$ cat config.mk
export PLATFORM = sky130hd
export DESIGN_NAME = bcd_stopwatch_n
export DESIGN_NICKNAME = d
export VERILOG_FILES = /design/src/rtl/bcd_stopwatch_n_pkg.sv /design/src/rtl/bcd_stopwatch_n_digit.sv /design/src/rtl/bcd_stopwatch_n.sv
export SDC_FILE = /design/constraint.sdc
export NUM_CORES = 1
export LEC_CHECK = 0
export ABC_AREA = 1
export CAP_MARGIN = 20
export CORE_MARGIN = 5
export CORE_UTILIZATION = 40
export CTS_BUF_LIST = sky130_fd_sc_hd__clkbuf_16
export CTS_CLUSTER_DIAMETER = 60
export DETAILED_ROUTE_END_ITERATION = 10
export PLACE_DENSITY = 0.64
export SLEW_MARGIN = 20
export SYNTH_ARGS = -nofsm -noshare
export SYNTH_HDL_FRONTEND = slang
export SYNTH_SLANG_ARGS = --single-unit
$ cat constraint.sdc
create_clock -name clk_in -period 5.3 [get_ports clk_in]
set_input_delay 1.59 -clock clk_in [delete_from_list [all_inputs] [get_ports clk_in]]
set_output_delay 1.59 -clock clk_in [all_outputs]
set_load 0.005 [all_outputs]
$ cat src/rtl/bcd_stopwatch_n_pkg.sv
// Shared constants, direction type and BCD time-word validation for the
// BCD MM:SS stopwatch.
package stopwatch_pkg;

    localparam int unsigned SPEED_MAX     = 3;
    localparam int unsigned SEC_UNITS_MAX = 9;
    localparam int unsigned SEC_TENS_MAX  = 5;
    localparam int unsigned MIN_DIGIT_MAX = 9;

    // Widest time word bcd_valid can inspect (16 digits).
    localparam int unsigned BCD_W_MAX = 64;

    typedef enum logic {
        DIR_UP   = 1'b0,
        DIR_DOWN = 1'b1
    } dir_t;

    // True when every digit of a {minutes, sec tens, sec units} word is in range.
    function automatic logic bcd_valid(input logic [BCD_W_MAX-1:0] w,
                                       input int unsigned min_digits);
        logic        ok;
        logic [3:0]  d;
        int unsigned lim;
        ok = 1'b1;
        for (int unsigned i = 0; i < BCD_W_MAX / 4; i++) begin
            if (i < min_digits + 2) begin
                d   = 4'(w >> (4 * i));
                lim = (i == 0) ? SEC_UNITS_MAX :
                      (i == 1) ? SEC_TENS_MAX  : MIN_DIGIT_MAX;
                if ({28'd0, d} > lim) ok = 1'b0;
            end
        end
        return ok;
    endfunction

endpackage

$ cat src/rtl/bcd_stopwatch_n_digit.sv
// One BCD digit of the stopwatch ripple chain: counts 0..MAXV up or down,
// wraps with a carry/borrow out, and can be loaded directly.
module bcd_digit_counter
    import stopwatch_pkg::*;
#(
    parameter int unsigned MAXV = 9
) (
    input  logic       i_clk,
    input  logic       i_rst,
    input  logic       i_en,
    input  dir_t       i_dir,
    input  logic       i_load,
    input  logic [3:0] i_load_val,
    output logic [3:0] o_digit,
    output logic [3:0] o_digit_nxt,
    output logic       o_co
);

    localparam logic [3:0] MAXD = 4'(MAXV);

    logic [3:0] r_digit;

    // Next digit value: load wins over stepping; carry only on a wrap.
    always_comb begin
        o_digit_nxt = r_digit;
        o_co        = 1'b0;
        if (i_load) begin
            o_digit_nxt = i_load_val;
        end else if (i_en) begin
            if (i_dir == DIR_UP) begin
                if (r_digit == MAXD) begin
                    o_digit_nxt = '0;
                    o_co        = 1'b1;
                end else begin
                    o_digit_nxt = r_digit + 4'd1;
                end
            end else begin
                if (r_digit == '0) begin
                    o_digit_nxt = MAXD;
                    o_co        = 1'b1;
                end else begin
                    o_digit_nxt = r_digit - 4'd1;
                end
            end
        end
    end

    // Digit register with synchronous clear.
    always_ff @(posedge i_clk) begin
        if (i_rst) r_digit <= '0;
        else       r_digit <= o_digit_nxt;
    end

    assign o_digit = r_digit;

endmodule

$ cat src/rtl/bcd_stopwatch_n.sv
// Parametrised BCD MM:SS stopwatch/timer: prescaled ticks with a speed
// multiplier, up/down counting with terminal stop, preset slots, saturating
// minute adjust and lap capture. All outputs are registered.
module bcd_stopwatch_n
    import stopwatch_pkg::*;
#(
    parameter  int unsigned MIN_DIGITS  = 2,
    parameter  int unsigned NUM_PRESETS = 4,
    parameter  int unsigned TICK_DIV    = 50_000_000,
    localparam int unsigned TW          = 4 * (MIN_DIGITS + 2),
    localparam int unsigned PSEL_W      = ($clog2(NUM_PRESETS) > 1) ? $clog2(NUM_PRESETS) : 1
) (
    input  logic              clk_in,
    input  logic              RESET,
    input  logic              START,
    input  logic              REVERSE,
    input  logic              LOAD,
    input  logic              PRESET_WE,
    input  logic [PSEL_W-1:0] PRESET_SEL,
    input  logic [TW-1:0]     PRESET_DATA,
    input  logic              ADD,
    input  logic              SUBTRACT,
    input  logic              SPEED_UP,
    input  logic              SPEED_DOWN,
    input  logic              LAP,
    output logic [TW-1:0]     Q,
    output logic [TW-1:0]     LAP_Q,
    output logic [1:0]        SPEED,
    output logic              RUNNING,
    output logic              DONE,
    output logic              PRESET_ERR
);

    localparam int unsigned ND = MIN_DIGITS + 2;
    localparam int unsigned MW = 4 * MIN_DIGITS;
    localparam int unsigned PW = $clog2(TICK_DIV);
    localparam logic [3:0]  D_MIN_MAX = 4'(MIN_DIGIT_MAX);
    localparam logic [1:0]  SPD_TOP   = 2'(SPEED_MAX);

    logic [TW-1:0] r_presets [NUM_PRESETS];
    logic [TW-1:0] r_lap;
    logic [1:0]    r_speed;
    logic [PW-1:0] r_presc;
    logic          r_running;
    logic          r_done;
    logic          r_perr;

    logic [TW-1:0] w_q, w_q_nxt, w_max, w_term, w_preset, w_load_val;
    logic [ND-1:0] w_dload;
    logic [MW-1:0] w_inc, w_dec, w_min_adj;
    logic [PW-1:0] w_lim;
    logic          w_at_term, w_run, w_tick, w_adj, w_step;
    logic          w_spd_up, w_spd_dn, w_sel_ok, w_wr_ok;
    logic          w_min_full, w_min_zero;
    dir_t          w_dir;

    assign w_dir     = REVERSE ? DIR_DOWN : DIR_UP;
    assign w_term    = REVERSE ? '0 : w_max;
    assign w_at_term = (w_q == w_term);
    assign w_run     = START & ~w_at_term;

    assign w_lim  = PW'((TICK_DIV >> r_speed) - 1);
    assign w_tick = w_run & (r_presc == w_lim);
    assign w_adj  = ADD ^ SUBTRACT;
    // A tick is dropped whenever LOAD or a minute adjust owns this cycle.
    assign w_step = w_tick & ~LOAD & ~w_adj;

    assign w_spd_up = SPEED_UP & ~SPEED_DOWN & (r_speed != SPD_TOP);
    assign w_spd_dn = SPEED_DOWN & ~SPEED_UP & (r_speed != 2'd0);

    assign w_sel_ok = ({{(32-PSEL_W){1'b0}}, PRESET_SEL} < NUM_PRESETS);
    assign w_preset = w_sel_ok ? r_presets[PRESET_SEL] : '0;
    assign w_wr_ok  = bcd_valid(64'(PRESET_DATA), MIN_DIGITS);

    // Minute field +1/-1 as independent BCD ripples; the ripple out of the
    // top digit doubles as the all-9s / all-0s saturation flag.
    for (genvar m = 0; m < MIN_DIGITS; m++) begin : g_min
        logic [3:0] w_d;
        logic       w_ic, w_dc, w_ico, w_dco;
        assign w_d = w_q[8 + 4*m +: 4];
        if (m == 0) begin : g_first
            assign w_ic = 1'b1;
            assign w_dc = 1'b1;
        end else begin : g_next
            assign w_ic = g_min[m-1].w_ico;
            assign w_dc = g_min[m-1].w_dco;
        end
        assign w_ico = w_ic & (w_d == D_MIN_MAX);
        assign w_dco = w_dc & (w_d == 4'd0);
        assign w_inc[4*m +: 4] = ~w_ic ? w_d : ((w_d == D_MIN_MAX) ? 4'd0 : w_d + 4'd1);
        assign w_dec[4*m +: 4] = ~w_dc ? w_d : ((w_d == 4'd0) ? D_MIN_MAX : w_d - 4'd1);
    end

    assign w_min_full = g_min[MIN_DIGITS-1].w_ico;
    assign w_min_zero = g_min[MIN_DIGITS-1].w_dco;
    assign w_min_adj  = (ADD & ~SUBTRACT & ~w_min_full) ? w_inc :
                        (SUBTRACT & ~ADD & ~w_min_zero) ? w_dec : w_q[TW-1:8];

    // Digit chain: seconds load only on LOAD, minutes also on an adjust.
    for (genvar g = 0; g < ND; g++) begin : g_dig
        localparam int unsigned DMAX = (g == 0) ? SEC_UNITS_MAX :
                                       (g == 1) ? SEC_TENS_MAX  : MIN_DIGIT_MAX;
        logic w_en, w_co;

        assign w_max[4*g +: 4] = 4'(DMAX);

        if (g == 0) begin : g_lsd
            assign w_en = w_step;
        end else begin : g_rip
            assign w_en = g_dig[g-1].w_co;
        end

        if (g < 2) begin : g_sec
            assign w_dload[g]          = LOAD;
            assign w_load_val[4*g +: 4] = w_preset[4*g +: 4];
        end else begin : g_mn
            assign w_dload[g]          = LOAD | w_adj;
            assign w_load_val[4*g +: 4] = LOAD ? w_preset[4*g +: 4] : w_min_adj[4*(g-2) +: 4];
        end

        bcd_digit_counter #(.MAXV(DMAX)) u_digit (
            .i_clk       (clk_in),
            .i_rst       (RESET),
            .i_en        (w_en),
            .i_dir       (w_dir),
            .i_load      (w_dload[g]),
            .i_load_val  (w_load_val[4*g +: 4]),
            .o_digit     (w_q[4*g +: 4]),
            .o_digit_nxt (w_q_nxt[4*g +: 4]),
            .o_co        (w_co)
        );
    end

    // Preset slots: only in-range BCD words are stored.
    always_ff @(posedge clk_in) begin
        if (RESET)                                  r_presets <= '{default: '0};
        else if (PRESET_WE & w_wr_ok & w_sel_ok)    r_presets[PRESET_SEL] <= PRESET_DATA;
    end

    // Speed level with saturation at both ends.
    always_ff @(posedge clk_in) begin
        if (RESET)         r_speed <= '0;
        else if (w_spd_up) r_speed <= r_speed + 2'd1;
        else if (w_spd_dn) r_speed <= r_speed - 2'd1;
    end

    // Prescaler: restarts on LOAD or speed change, frozen while not running.
    always_ff @(posedge clk_in) begin
        if (RESET)                            r_presc <= '0;
        else if (LOAD | w_spd_up | w_spd_dn)  r_presc <= '0;
        else if (w_run)                       r_presc <= w_tick ? '0 : r_presc + PW'(1);
    end

    // Registered status: lap capture, terminal pulse, preset error, run state.
    always_ff @(posedge clk_in) begin
        if (RESET) begin
            r_lap     <= '0;
            r_done    <= 1'b0;
            r_perr    <= 1'b0;
            r_running <= 1'b0;
        end else begin
            if (LAP) r_lap <= w_q;
            r_done    <= w_step & (w_q_nxt == w_term);
            r_perr    <= PRESET_WE & ~w_wr_ok;
            r_running <= START & (w_q_nxt != w_term);
        end
    end

    assign Q          = w_q;
    assign LAP_Q      = r_lap;
    assign SPEED      = r_speed;
    assign RUNNING    = r_running;
    assign DONE       = r_done;
    assign PRESET_ERR = r_perr;

endmodule

After elaboration in Yosys (flattened, before gate mapping). Index checks and enable logic that the tools add are counted.

Register bits: 127. Output and inout bits: 37. Word-level logic and storage cells: 139. Input bits: 29.

Multiplexer cells: 56. Reduce and logical (&&, ||, !) cells: 8. Shift operators: 1. Add/sub/neg operators: 12. Bitwise logic cells: 33. Magnitude comparators: 6. Equal/unequal tests: 9.

Operators by type and width (number): 2-to-1 mux 4 bit (24); bitwise mux 64 bit (1); 2-to-1 mux 16 bit (4); binary-select mux 16 bit (select 2 bit) (1); demux 16 bit (select 2 bit) (1); equality test 16 bit (2); adder 26 x 1 -> 26 bit (second input constant) (1); equality test 26 bit (1); 2-to-1 mux 26 bit (1); >> shifter 26 x 2 -> 26 bit (first input constant) (1); subtractor 26 x 1 -> 26 bit (second input constant) (1); 2-to-1 mux 1 bit (20); bitwise AND 1 bit (18); adder 4 x 1 -> 4 bit (second input constant) (4); zero test 4 bit (4); 2-to-1 mux 8 bit (2); != test 16 bit (1); subtractor 4 x 1 -> 4 bit (second input constant) (4); equality test 4 bit (second input constant) (3); > comparator 4 bit (second input constant) (3); NOT 1 bit (10); equality test 4 x 3 -> 1 bit (second input constant) (1); > comparator 4 x 3 -> 1 bit (second input constant) (1); 2-to-1 mux 2 bit (2); other kinds (11) (14).

Logic depth before layout (Yosys ltp). Gate-level depths: netlist of the first run.

Depth after elaboration: 17. Mapped depth: 26.

By module. From an unflattened synthesis of the first run, not the netlist that was laid out.

Cell total of the unflattened synthesis: 1157. Area total of the unflattened synthesis: 7283.2 sq um.

Modules (own cells, without submodules): bcd_stopwatch_n (instances 1, cells an instance 887, area each 5806.8 sq um, seq. area each 2222.1 sq um); bcd_digit_counter (g_dig[0].u_digit ...) (instances 3, cells an instance 69, area each 376.6 sq um, seq. area each 80.1 sq um); bcd_digit_counter (g_dig[1].u_digit) (instances 1, cells an instance 63, area each 346.6 sq um, seq. area each 80.1 sq um).

Least setup slack after synthesis of the first run. Ideal clock, no wire load.

Path kind: in2reg. Start: input port ADD. End: register r_running, in the netlist RUNNING. Cell stages on the path: 15. Library setup time: 109 ps. Setup slack: 1882 ps. Required time: 5191 ps. Path buffers: 0. Arrival time: 3309 ps. Path through: inv_1 > ha_1 > inv_1 > nor2_2 > o21ai_0 > a21oi_1 > nand4_2 > a21oi_1 > o21ai_1 > nand2_1 > nand2_1 > nor2_1 > nand3_1 > nand2_1 > inv_1.

Cells in the longest elaborated chain, start to end: 13. Elaborated cells on any way between the ends: 29. Those cells by class: eq/ne (1); mux (18); bitwise (10).

RTL lines: from (decl) (RTL line bcd_stopwatch_n.sv:21) `input logic ADD,`; XOR 1 bit (RTL line bcd_stopwatch_n.sv:64) `assign w_adj = ADD ^ SUBTRACT;`; NOT 1 bit (RTL line bcd_stopwatch_n.sv:66) `assign w_step = w_tick & ~LOAD & ~w_adj;`; bitwise AND 1 bit (RTL line bcd_stopwatch_n.sv:66); 2-to-1 mux 1 bit (RTL line bcd_stopwatch_n_digit.sv:29) `end else if (i_en) begin`; 2-to-1 mux 1 bit (RTL line bcd_stopwatch_n_digit.sv:27) `if (i_load) begin`; 2-to-1 mux 1 bit (RTL line bcd_stopwatch_n_digit.sv:29); 2-to-1 mux 1 bit (RTL line bcd_stopwatch_n_digit.sv:27); 2-to-1 mux 1 bit (RTL line bcd_stopwatch_n_digit.sv:29); 2-to-1 mux 1 bit (RTL line bcd_stopwatch_n_digit.sv:27); 2-to-1 mux 4 bit (RTL line bcd_stopwatch_n_digit.sv:29); 2-to-1 mux 4 bit (RTL line bcd_stopwatch_n_digit.sv:27); != test 16 bit * (RTL line bcd_stopwatch_n.sv:165) `r_running <= START & (w_q_nxt != w_term);`; bitwise AND 1 bit * (RTL line bcd_stopwatch_n.sv:165); to (signal assigned) (RTL line bcd_stopwatch_n.sv:165); to (decl) (RTL line bcd_stopwatch_n.sv:44) `logic r_running;`.

Every way passes the cells marked *; elsewhere a longest branch is shown, timed or not. A chain may end at the register's enable or synchronous reset.

Final worst setup path of the first run.
Start: input port REVERSE. End: register r_running, in the netlist RUNNING.

Cells in the longest elaborated chain, start to end: 17. Elaborated cells on any way between the ends: 31. Those cells by class: eq/ne (2); mux (23); bitwise (6).

RTL lines: from (decl) (RTL line bcd_stopwatch_n.sv:16) `input logic REVERSE,`; 2-to-1 mux 16 bit (RTL line bcd_stopwatch_n.sv:58) `assign w_term = REVERSE ? '0 : w_max;`; equality test 16 bit (RTL line bcd_stopwatch_n.sv:59) `assign w_at_term = (w_q == w_term);`; NOT 1 bit (RTL line bcd_stopwatch_n.sv:60) `assign w_run = START & ~w_at_term;`; bitwise AND 1 bit (RTL line bcd_stopwatch_n.sv:60); bitwise AND 1 bit (RTL line bcd_stopwatch_n.sv:63) `assign w_tick = w_run & (r_presc == w_lim);`; bitwise AND 1 bit (2 in a row) (RTL line bcd_stopwatch_n.sv:66); 2-to-1 mux 1 bit (RTL line bcd_stopwatch_n_digit.sv:29); 2-to-1 mux 1 bit (RTL line bcd_stopwatch_n_digit.sv:27); 2-to-1 mux 1 bit (RTL line bcd_stopwatch_n_digit.sv:29); 2-to-1 mux 1 bit (RTL line bcd_stopwatch_n_digit.sv:27); 2-to-1 mux 1 bit (RTL line bcd_stopwatch_n_digit.sv:29); 2-to-1 mux 1 bit (RTL line bcd_stopwatch_n_digit.sv:27); 2-to-1 mux 4 bit (RTL line bcd_stopwatch_n_digit.sv:29); 2-to-1 mux 4 bit (RTL line bcd_stopwatch_n_digit.sv:27); != test 16 bit * (RTL line bcd_stopwatch_n.sv:165); bitwise AND 1 bit * (RTL line bcd_stopwatch_n.sv:165).

Marked as above.

==> results by group, run 1 <==
Status
  – Status: completed

Global routing
  – First-pass GRT wire length: 35400 um
  – GRT Overall Usage: 21.6%
  – Largest net degree at the start of global routing: 79
  – Vias in the first global route: 7025
  – Antenna violations before repair: 0
  – GRT overflow: 0

Die
  – Core area: 17400 um2
  – IO Count: 66
  – Die Area: 20500 um2
  – Rows: 48
  – Horiz. Die Dim: 143 um
  – Initial core utilization: 40.8%
  – Die Y-Extent: 143 um

Power and ir drop
  – Sw Ratio: 28.8%
  – Combinational group share of total power: 12.7%
  – Leakage power: approximately 0.0035 uW
  – Pwr Density: 289 nW/um2
  – Peak VDD IR: roughly 0.22 mV
  – Clock power share: 46.5%
  – Internal: around 1800 uW
  – Seq pwr share: 40.8%
  – Switching power: 711 uW

Setup path
  – Crit path capture type: register
  – Slowest stage delay, CP: 700 ps
  – R2r setup slk: ~1800 ps
  – Worst r2r src: SPEED[0]
  – Critical path buffers and inverters: 6
  – CP max stage cell: clkdlybuf4s50_1
  – Critical Path Fanout Max: 14
  – WP data arrival: 4370 ps
  – Cell Chain, Critical Path: clkdlybuf4s50_1 -> inv_2 -> buf_4 -> nor3_1 -> a21oi_1 -> nor2_1 -> inv_1 -> nor2_2 -> nand3_1 -> nand2_1 -> nand2_1 -> nand2_1 -> nand2_1 -> inv_1 -> nand2_1 -> nand2_1 -> nand3_1 -> nand2_1 -> inv_1
  – CP startpoint kind: input port
  – Crit Path Class: input port to register
  – R2R Path End: RUNNING
  – Worst r2r path cells: 23
  – CP most frequent cell: nand2_1
  – Worst EP required: about 5600 ps
  – Cell family with most CP delay: simple AND/OR/NAND/NOR gates

Logic synthesis
  – YS warnings: 0
  – Area leader, netlist: dfxtp_1
  – Synthesized cell area: 7080 um2
  – Asr flop ratio synth: 0%
  – Yosys top cell area share: 35.9%
  – Yosys cell types: just under 50
  – Yosys reg bits: ~130
  – Syn_nets: 1143
  – Main synth FF type: dfxtp_1
  – Register area share after synthesis: a little over a third
  – Synth Instances: ~1100
  – Syn Area/Cell: 6.38 um2
  – Area contributors post-synth: dfxtp_1 36%, nand2_1 13%, nor2_1 10%, o21ai_0 8.3%, inv_1 6.2%
  – Number of enable flip-flop cells after synthesis: 0

Cells and area
  – N_diodes: 0
  – Share of layout cells above drive strength 1: between 7 and 8%
  – Synth-to-Final Area Change: 20.4%
  – Nets: 1203
  – Fin cells: 1408

STA
  – Final setup vio count: 0
  – Final Cycle Share: 76.2%
  – FMAX: ~250 MHz
  – Slew HR: 36.7%
  – Final Critical Period: 4040 ps
  – Clock skew: 7.42 ps
  – Worst Max-Slew Pin Slew: around 950 ps
  – Final Slew Violations: 0
  – Unrepaired setup endpoints after global routing: false
  – TNS Setup: 0 ps
  – Hold Vio Cnt, Final: 0
  – PnR worst setup slack: 1260 ps

Drt
  – Remaining DRCs: 0
  – Final wirelength: 21700 um
  – Via count: 7474
  – Routed Antenna Nets: 0
  – Avg Vias per Cell: 5.31
  – DRT iter0 DRCs: between 700 and 800
  – DR pass1 iterations: 7
  – WL/cell: 15.4 um

Clocking
  – Clk pin slew, worst setup/hold paths: 60 ps
  – CTS hold repair buffers: 0
  – H-Tree Depth: 4
  – Clock Tree Root: clkbuf_16
  – Cts bufs inserted: 17
  – Post-CTS Setup Bufs: 0
  – Buffer depth of the longest clock path: 2
  – # resized after CTS: 0
  – Clock net sink count: 127
  – Clock Latency Late Sink: 430 ps
  – CTS tree: built

Place
  – Worst slack, placed: 860 ps
  – Port bufs: 65
  – GP Congestion: about 0.89
  – Final HPWL DP: 15300 um
  – Dpl cells: 1376

Hold path
  – Hold crit path type: register to register
  – Worst Hold End: r_presets[39]
  – Worst hold start: r_presets[39]
  – WHS Path Cells: 2

Run
  – Max_cap viols: 0
-- routing by layer --
| metal | share of wire [%] | wire, um | vias to the layer above | GRT usage [%] |
|---|---|---|---|---|
| met5 | 0 | 0 | - | 0 |
| met4 | 1.9 | 423 | 0 | 7.50 |
| met3 | 7.2 | 1560 | 35 | 4.59 |
| met2 | 43 | 9380 | 277 | 33.2 |
| met1 | 48 | 10400 | 3409 | 30.2 |
| li1 | - | - | 3753 | - |
-- worst register-to-register path, delay by kind of cell, from the launching register on --
kind	cells	cell delay, ps
and+or+nand+nor	19	2080
adders and majority gates	1	410
DFF	1	770
buffers and inverters	3	140
-- registers in the layout (all words and copies together) (netlist names) --
register and cells:
RUNNING 1, PRESET_ERR 1, LAP_Q 16, r_presc 26, SPEED 2, r_presets 64, DONE 1, g_dig.u_digit.o_digit 16
-- per-stage QoR --
step | hold slack, ps | total power (uW) | area, um2 | util (%)
3_5_place_dp | 444 | 1330 | 7950 | 45.8
2_1_floorplan | 419 | 1210 | 7080 | -
4_1_cts | 444 | 2490 | 8520 | 49.1
3_3_place_gp | 428 | 1330 | 7950 | 45.8
5_1_grt | 475 | 2580 | 8520 | 49.1
6_report | 440 | 2470 | 8520 | 49.1
-- power by group through the flow --
stage | sequential [uW] | clock, uW | combinational [uW]
global route | 1010 | 1220 | 346
finish | 1010 | 1150 | 312
detailed placement | 1030 | 0 | 307
floorplan | 1020 | 0 | 192
CTS | 1010 | 1170 | 308
global placement | 1030 | 0 | 306
-- cell usage in the layout, fill, tap and decap left out, types with 3 or more instances in the layout --
cell type | Yosys | layout
o21ai_0 | 117 | 117
nand2_2 | 6 | 6
a22oi_1 | 6 | 6
nand2_1 | 238 | 238
nor2_1 | 195 | 195
nand3_2 | 4 | 4
ha_1 | 4 | 4
nand3_1 | 61 | 61
inv_8 | 0 | 3
o22ai_1 | 3 | 3
clkbuf_16 | 0 | 17
buf_4 | 2 | 16
nor2_4 | 4 | 4
xnor2_1 | 3 | 3
nor4_1 | 5 | 5
nor3_1 | 24 | 24
a21oi_1 | 73 | 73
clkinv_1 | 3 | 4
dfxtp_1 | 127 | 127
nor2_2 | 8 | 8
clkinvlp_4 | 0 | 4
inv_6 | 0 | 4
o221ai_1 | 6 | 6
clkdlybuf4s50_1 | 0 | 65
inv_1 | 117 | 116
a31oi_1 | 4 | 4
a211oi_1 | 4 | 4
o211ai_1 | 5 | 5
a221oi_1 | 3 | 3
xor2_1 | 6 | 6
nand4_1 | 13 | 13
inv_2 | 7 | 7
-- synthesized netlist by cell type (all sizes together) (2+ instances only) --
cell,instances
xor2,6
clkbuf,32
nor2,207
nor4,5
nand4,16
xnor2,3
a221oi,3
o21ai,119
inv,124
o2111ai,2
nor3,26
a21oi,74
nand3,65
a211oi,4
o211ai,5
clkinv,3
a22oi,6
buf,8
nand3b,2
ha,4
o22ai,3
nand2,246
o221ai,6
a31oi,4
dfxtp,127
nor3b,2
-- logic make-up after synthesis --
logic type | count (synthesis) | share of synthesized area, %
AO/OA/AOI/OAI | 230 | 17.7
XOR/XNOR | 9 | 1.11
adder cells (fa/ha/maj) | 4 | 0.707
buffers and inverters | 167 | 9.35
flip-flops | 127 | 35.9
AND/OR/NAND/NOR | 573 | 35.2
-- layout make-up --
cell class / count / area (um2)
Sequential cell: 127 / 2540
Inverter: 127 / 477
Multi-Input combinational cell: 816 / 3870
Fill cell: 1812 / 8830
Clock inverter: 15 / 151
Clock buffer: 17 / 425
Timing Repair Buffer: 81 / 771
Tap cell: 225 / 282
-- worst max path at each step --
stage          slack (ps)       to     from  cells after the start
6_report             1260  RUNNING  REVERSE                     19
3_5_place_dp          860  RUNNING  REVERSE                     17
5_1_grt              1020  RUNNING  REVERSE                     17
2_1_floorplan        1880  RUNNING      ADD                     15
3_3_place_gp          940  RUNNING  REVERSE                     20
4_1_cts              1320  RUNNING  REVERSE                     17
(Power assumes the default switching activity.)
==> run 2: changes to the inputs <==
Clock period 5.3 ns to 4 ns, I/O delays scaled along.
==> run 2 against run 1 <==
Clock skew is 0.94 ps higher. Non-clock buffer count is 8 higher. Die area stayed put. Cell count increased by 0.57%. Critical path depth down 3. Flip-flop and latch count is the same. Sequential power rose by 32%. Clock power grew 30%. Sequential share of layout area decreased by 0.20 points. Largest power group unchanged.
==> results by group, run 2 (synthesized netlist as in run 1, its figures left out) <==
Power and ir drop
  – Peak VDD IR: 0.272 mV
  – Pwr Density: about 380 nW/um2
  – Leakage power: 0.00358 uW

Clocking
  – Clock net sink count: 127
  – Buffer depth of the longest clock path: 2
  – Cts bufs inserted: 17
  – Clk pin slew, worst setup/hold paths: approximately 60 ps
  – # resized after CTS: 0
  – Post-CTS Setup Bufs: 0
  – H-Tree Depth: 4
  – CTS tree: built
  – CTS hold repair buffers: 0
  – Clock Latency Late Sink: 430 ps
  – Clock Tree Root: clkbuf_16

Setup path
  – Crit path capture type: register
  – Crit Path Class: input port to register
  – CP startpoint kind: input port
  – Critical Path Fanout Max: 5
  – Worst EP required: about 4300 ps
  – Worst r2r src: SPEED[0]
  – CP startpoint: ADD
  – WP data arrival: approximately 3700 ps

STA
  – Final Critical Period: between 3000 and 4000 ps
  – FMAX: 297 MHz
  – Worst Max-Slew Pin Slew: 895 ps
  – Slew HR: between 40% and 50%
  – Final Slew Violations: 0
  – Hold Vio Cnt, Final: 0
  – Final setup vio count: 0
  – TNS Setup: 0 ps
  – PnR worst setup slack: ~640 ps
  – Tightest hold margin: 446 ps
  – Clock skew: 8.36 ps
  – Final Cycle Share: roughly 84%
  – Unrepaired setup endpoints after global routing: false

Hold path
  – Hold crit path type: register to register
  – Worst hold start: r_presets[55]

Cells and area
  – Nets: ~1200
  – Most frequent cells in the layout: 238 x nand2_1, 195 x nor2_1, 127 x dfxtp_1
  – Largest regs: r_presets x64, r_presc x26
  – Share of layout cells above drive strength 1: 7.72%
  – Largest Register: r_presets
  – Max reg flops: 64
  – Final core occ: about half
  – Synth-to-Final Area Change: 21.2%
  – N_diodes: 0
  – Most common cell after layout, fill and taps aside: nand2_1

Global routing
  – Antenna violations before repair: 0
  – First-pass GRT wire length: 34900 um
  – Vias in the first global route: 6745
  – GRT Overall Usage: 21.3%
  – GRT overflow: 0
  – Largest net degree at the start of global routing: 62

Die
  – Die Y-Extent: 143 um
  – Core area: roughly 17000 um2
  – Initial core utilization: 40.8%
  – Horiz. Die Dim: 143 um
  – Die Area: a little over 20000 um2
  – Rows: 48
  – IO Count: 66

Drt
  – Final wirelength: 21500 um
  – Routed Antenna Nets: 0
  – Via count: between 7000 and 8000
  – Avg Vias per Cell: 5.28
  – WL/cell: 15.2 um
  – Remaining DRCs: 0
  – DR pass1 iterations: 5
  – DRT iter0 DRCs: 733

Place
  – GP Congestion: 0.925
  – Final HPWL DP: 15400 um
  – Worst slack, placed: 192 ps
  – Port bufs: 65

Run
  – Max_cap viols: 0

Status
  – Status: completed
[run 2: worst max-delay path, stage by stage]
cell and delay [ps]:
clkdlybuf4s50_1 480, inv_1 50, ha_1 300, inv_1 50, nor2_2 160, inv_1 170, nor3_4 360, nand4_2 220
a21oi_1 170, o21ai_1 70, nand2_1 90, nand2_1 70, nor2_1 100, nand3_1 90, nand2_1 70, inv_1 30
[run 2: power by group]
group | internal [uW] | leakage, uW | switching (uW)
clock | 863 | 0.000269 | 629
combinational | 164 | 0.00228 | 262
sequential | 1300 | 0.00103 | 32.0
[run 2: final cells by class]
| class | instances | area, um2 |
|---|---|---|
| clock buffers | 17 | 425 |
| clock inverters | 15 | 136 |
| fillers | 1800 | 8780 |
| inverters | 127 | 477 |
| multi-input cells | 816 | 3870 |
| flip-flops and latches | 127 | 2540 |
| well taps | 225 | 282 |
| repair buffers | 89 | 843 |
[run 2: worst paths after layout]
kind / to / slack, ps / depth (start not counted)
worst max-delay path: RUNNING / 640 / 16
worst min-delay path: r_presets[55] / 450 / 2
worst max register to register: RUNNING / 980 / 21
worst min register to register: r_presets[55] / 450 / 2
[run 2: routing by layer]
metal  wire length (um)  GRT usage, %  up-vias
met2               9430          33.1      263
met4                189          5.15        0
met5                  0             0        -
met3               1460          4.22       16
met1              10400          30.4     3399
li1                   -             -     3794
[run 2: through the flow]
stage	instance area (um2)	cells	total power, uW
2_1_floorplan	7080	1110	1600
6_report	8580	1416	3250
5_1_grt	8580	1416	3380
4_1_cts	8580	1416	3260
3_5_place_dp	8020	1384	1770
3_3_place_gp	8020	1384	1770
==> run 3: changes to the inputs <==
Clock period 4 ns to 3.2 ns, I/O delays scaled along.
==> run 3 against run 2 <==
Cell count grew 4.9%. Cell area is 7.0% higher. Via count grew 2.4%. Combinational power rose by 40%. Total power is 30% higher. Core utilization is 3.5 points higher. Register-to-register slack worse by 590 ps. Setup slack got worse by 360 ps. Sequential power rose by 25%. Die area unchanged. Largest cell class unchanged. Largest power group unchanged.
==> results by group, run 3 (synthesized netlist as in run 1, its figures left out) <==
STA
  – Final Slew Violations: 0
  – Slew HR: around two fifths
  – Tightest hold margin: 440 ps
  – Worst Max-Slew Pin Slew: 922 ps
  – Final Cycle Share: 91.5%
  – FMAX: around 340 MHz
  – Final Critical Period: 2930 ps
  – Hold Vio Cnt, Final: 0
  – Unrepaired setup endpoints after global routing: false
  – Clock skew: 11.7 ps
  – Final setup vio count: 0

Setup path
  – Crit path capture type: register
  – Critical Path Fanout Max: 6
  – CP most frequent cell: inv_1
  – CP max stage cell: clkdlybuf4s50_1
  – R2r setup slk: 390 ps
  – Cell Chain, Critical Path: clkdlybuf4s50_1 -> inv_1 -> ha_1 -> inv_1 -> nor2_4 -> inv_1 -> nor3_4 -> nand4_2 -> a21oi_1 -> o21ai_1 -> nand2_1 -> nand2_1 -> nor2_1 -> nand3_1 -> nand2_1 -> inv_1
  – Worst EP required: 3520 ps
  – Worst r2r path cells: 22
  – CP startpoint kind: input port
  – Crit Path Class: input port to register
  – Slowest stage delay, CP: 480 ps
  – WP data arrival: 3250 ps

Die
  – IO Count: 66
  – Horiz. Die Dim: 143 um
  – Die Area: just over 20000 um2
  – Core area: 17400 um2
  – Die Y-Extent: about 140 um
  – Initial core utilization: 40.8%
  – Rows: 48

Clocking
  – Clock Latency Late Sink: 430 ps
  – Clk pin slew, worst setup/hold paths: ~60 ps
  – Buffer depth of the longest clock path: 2
  – Clock net sink count: 127
  – Clock Tree Root: clkbuf_16
  – Post-CTS Setup Bufs: 0
  – H-Tree Depth: 4
  – CTS tree: built
  – Cts bufs inserted: 17

Drt
  – Avg Vias per Cell: 5.15
  – DRT iter0 DRCs: 739
  – WL/cell: between 10 and 15 um
  – Routed Antenna Nets: 0
  – DR pass1 iterations: 4
  – Via count: between 7000 and 8000
  – Remaining DRCs: 0
  – Final wirelength: 21800 um

Cells and area
  – Most common cell after layout, fill and taps aside: nand2_1
  – Largest regs: r_presets x64, r_presc x26
  – Share of layout cells above drive strength 1: a little over an eighth
  – Filler cells: approximately 1700
  – Synth-to-Final Area Change: 29.7%
  – N_diodes: 0
  – Most frequent cells in the layout: 238 x nand2_1, 195 x nor2_1, 125 x dfxtp_1
  – Fin cells: 1485
  – Largest Register: r_presets
  – Max reg flops: between 60 and 70
  – Nets: 1280

Power and ir drop
  – Internal: 2980 uW
  – Pwr Density: 459 nW/um2
  – Leakage power: 0.00393 uW
  – Clock power share: 46.4%
  – Switching power: 1230 uW
  – Peak VDD IR: 0.409 mV
  – Seq pwr share: 39.4%
  – Combinational group share of total power: 14.2%
  – Sw Ratio: 29.2%

Hold path
  – WHS Path Cells: 2
  – Hold crit path type: register to register

Global routing
  – Vias in the first global route: 7117
  – Largest net degree at the start of global routing: 63
  – Antenna violations before repair: 0
  – First-pass GRT wire length: 35800 um
  – GRT Overall Usage: 21.8%
  – GRT overflow: 0

Place
  – Dpl cells: 1453
  – Final HPWL DP: 16300 um
  – Port bufs: between 60 and 70
  – GP Congestion: roughly 0.9

Status
  – Status: completed

Run
  – Max_cap viols: 0
==> run 3: power groups by stage <==
stage / clock network [uW] / registers [uW] / logic [uW]
2_1_floorplan: 0 / 1680 / 318
3_3_place_gp: 0 / 1690 / 590
3_5_place_dp: 0 / 1690 / 588
4_1_cts: 1980 / 1660 / 591
5_1_grt: 2070 / 1660 / 663
6_report: 1960 / 1660 / 597
==> run 3: critical path, delay by kind of cell <==
family                     cells  cell delay (ps)
buffers and inverters          5              740
AOI/OAI and AO/OA              2              220
adders and majority gates      1              300
and+or+nand+nor                8             1010
==> run 3: worst paths after layout <==
| kind | from | to |
|---|---|---|
| setup / recovery | ADD | RUNNING |
| hold / removal | r_presets[39] | r_presets[39] |
| setup reg to reg | SPEED[0] | RUNNING |
| hold reg to reg | r_presets[39] | r_presets[39] |
==> run 3: timing repair <==
item	4_1_cts	5_1_grt
resized for setup	0	7
hold buffers	0	0
endpoints found under the setup margin	0	2
==> run 3: area by class of cell <==
cell class | instances | area (um2) | share of cell area, %
clock buffer | 17 | 425 | 4.63
clock inverter | 15 | 168 | 1.83
inverter | 127 | 479 | 5.22
multi-input combinational | 816 | 3900 | 42.4
sequential | 127 | 2540 | 27.7
tap | 225 | 282 | 3.07
timing repair buffer | 158 | 1390 | 15.1
==> run 3: layer usage <==
| metal | global-route usage (%) | wire, um | up-vias |
|---|---|---|---|
| li1 | - | - | 3912 |
| met1 | 30.8 | 10500 | 3460 |
| met2 | 33.9 | 9490 | 248 |
| met3 | 4.19 | 1430 | 31 |
| met4 | 6.15 | 379 | 0 |
| met5 | 0 | 0 | - |
==> run 3: stage by stage <==
step           instance area [um2]  utilization (%)  power, uW  setup TNS [ps]  worst slack [ps]
2_1_floorplan                 7080                -       2000               0               412
3_3_place_gp                  8560             49.3       2280            -861              -169
3_5_place_dp                  8560             49.3       2280           -1360              -224
4_1_cts                       9150             52.7       4230               0               210
5_1_grt                       9180             52.9       4390               0              36.6
6_report                      9180             52.9       4210               0               272
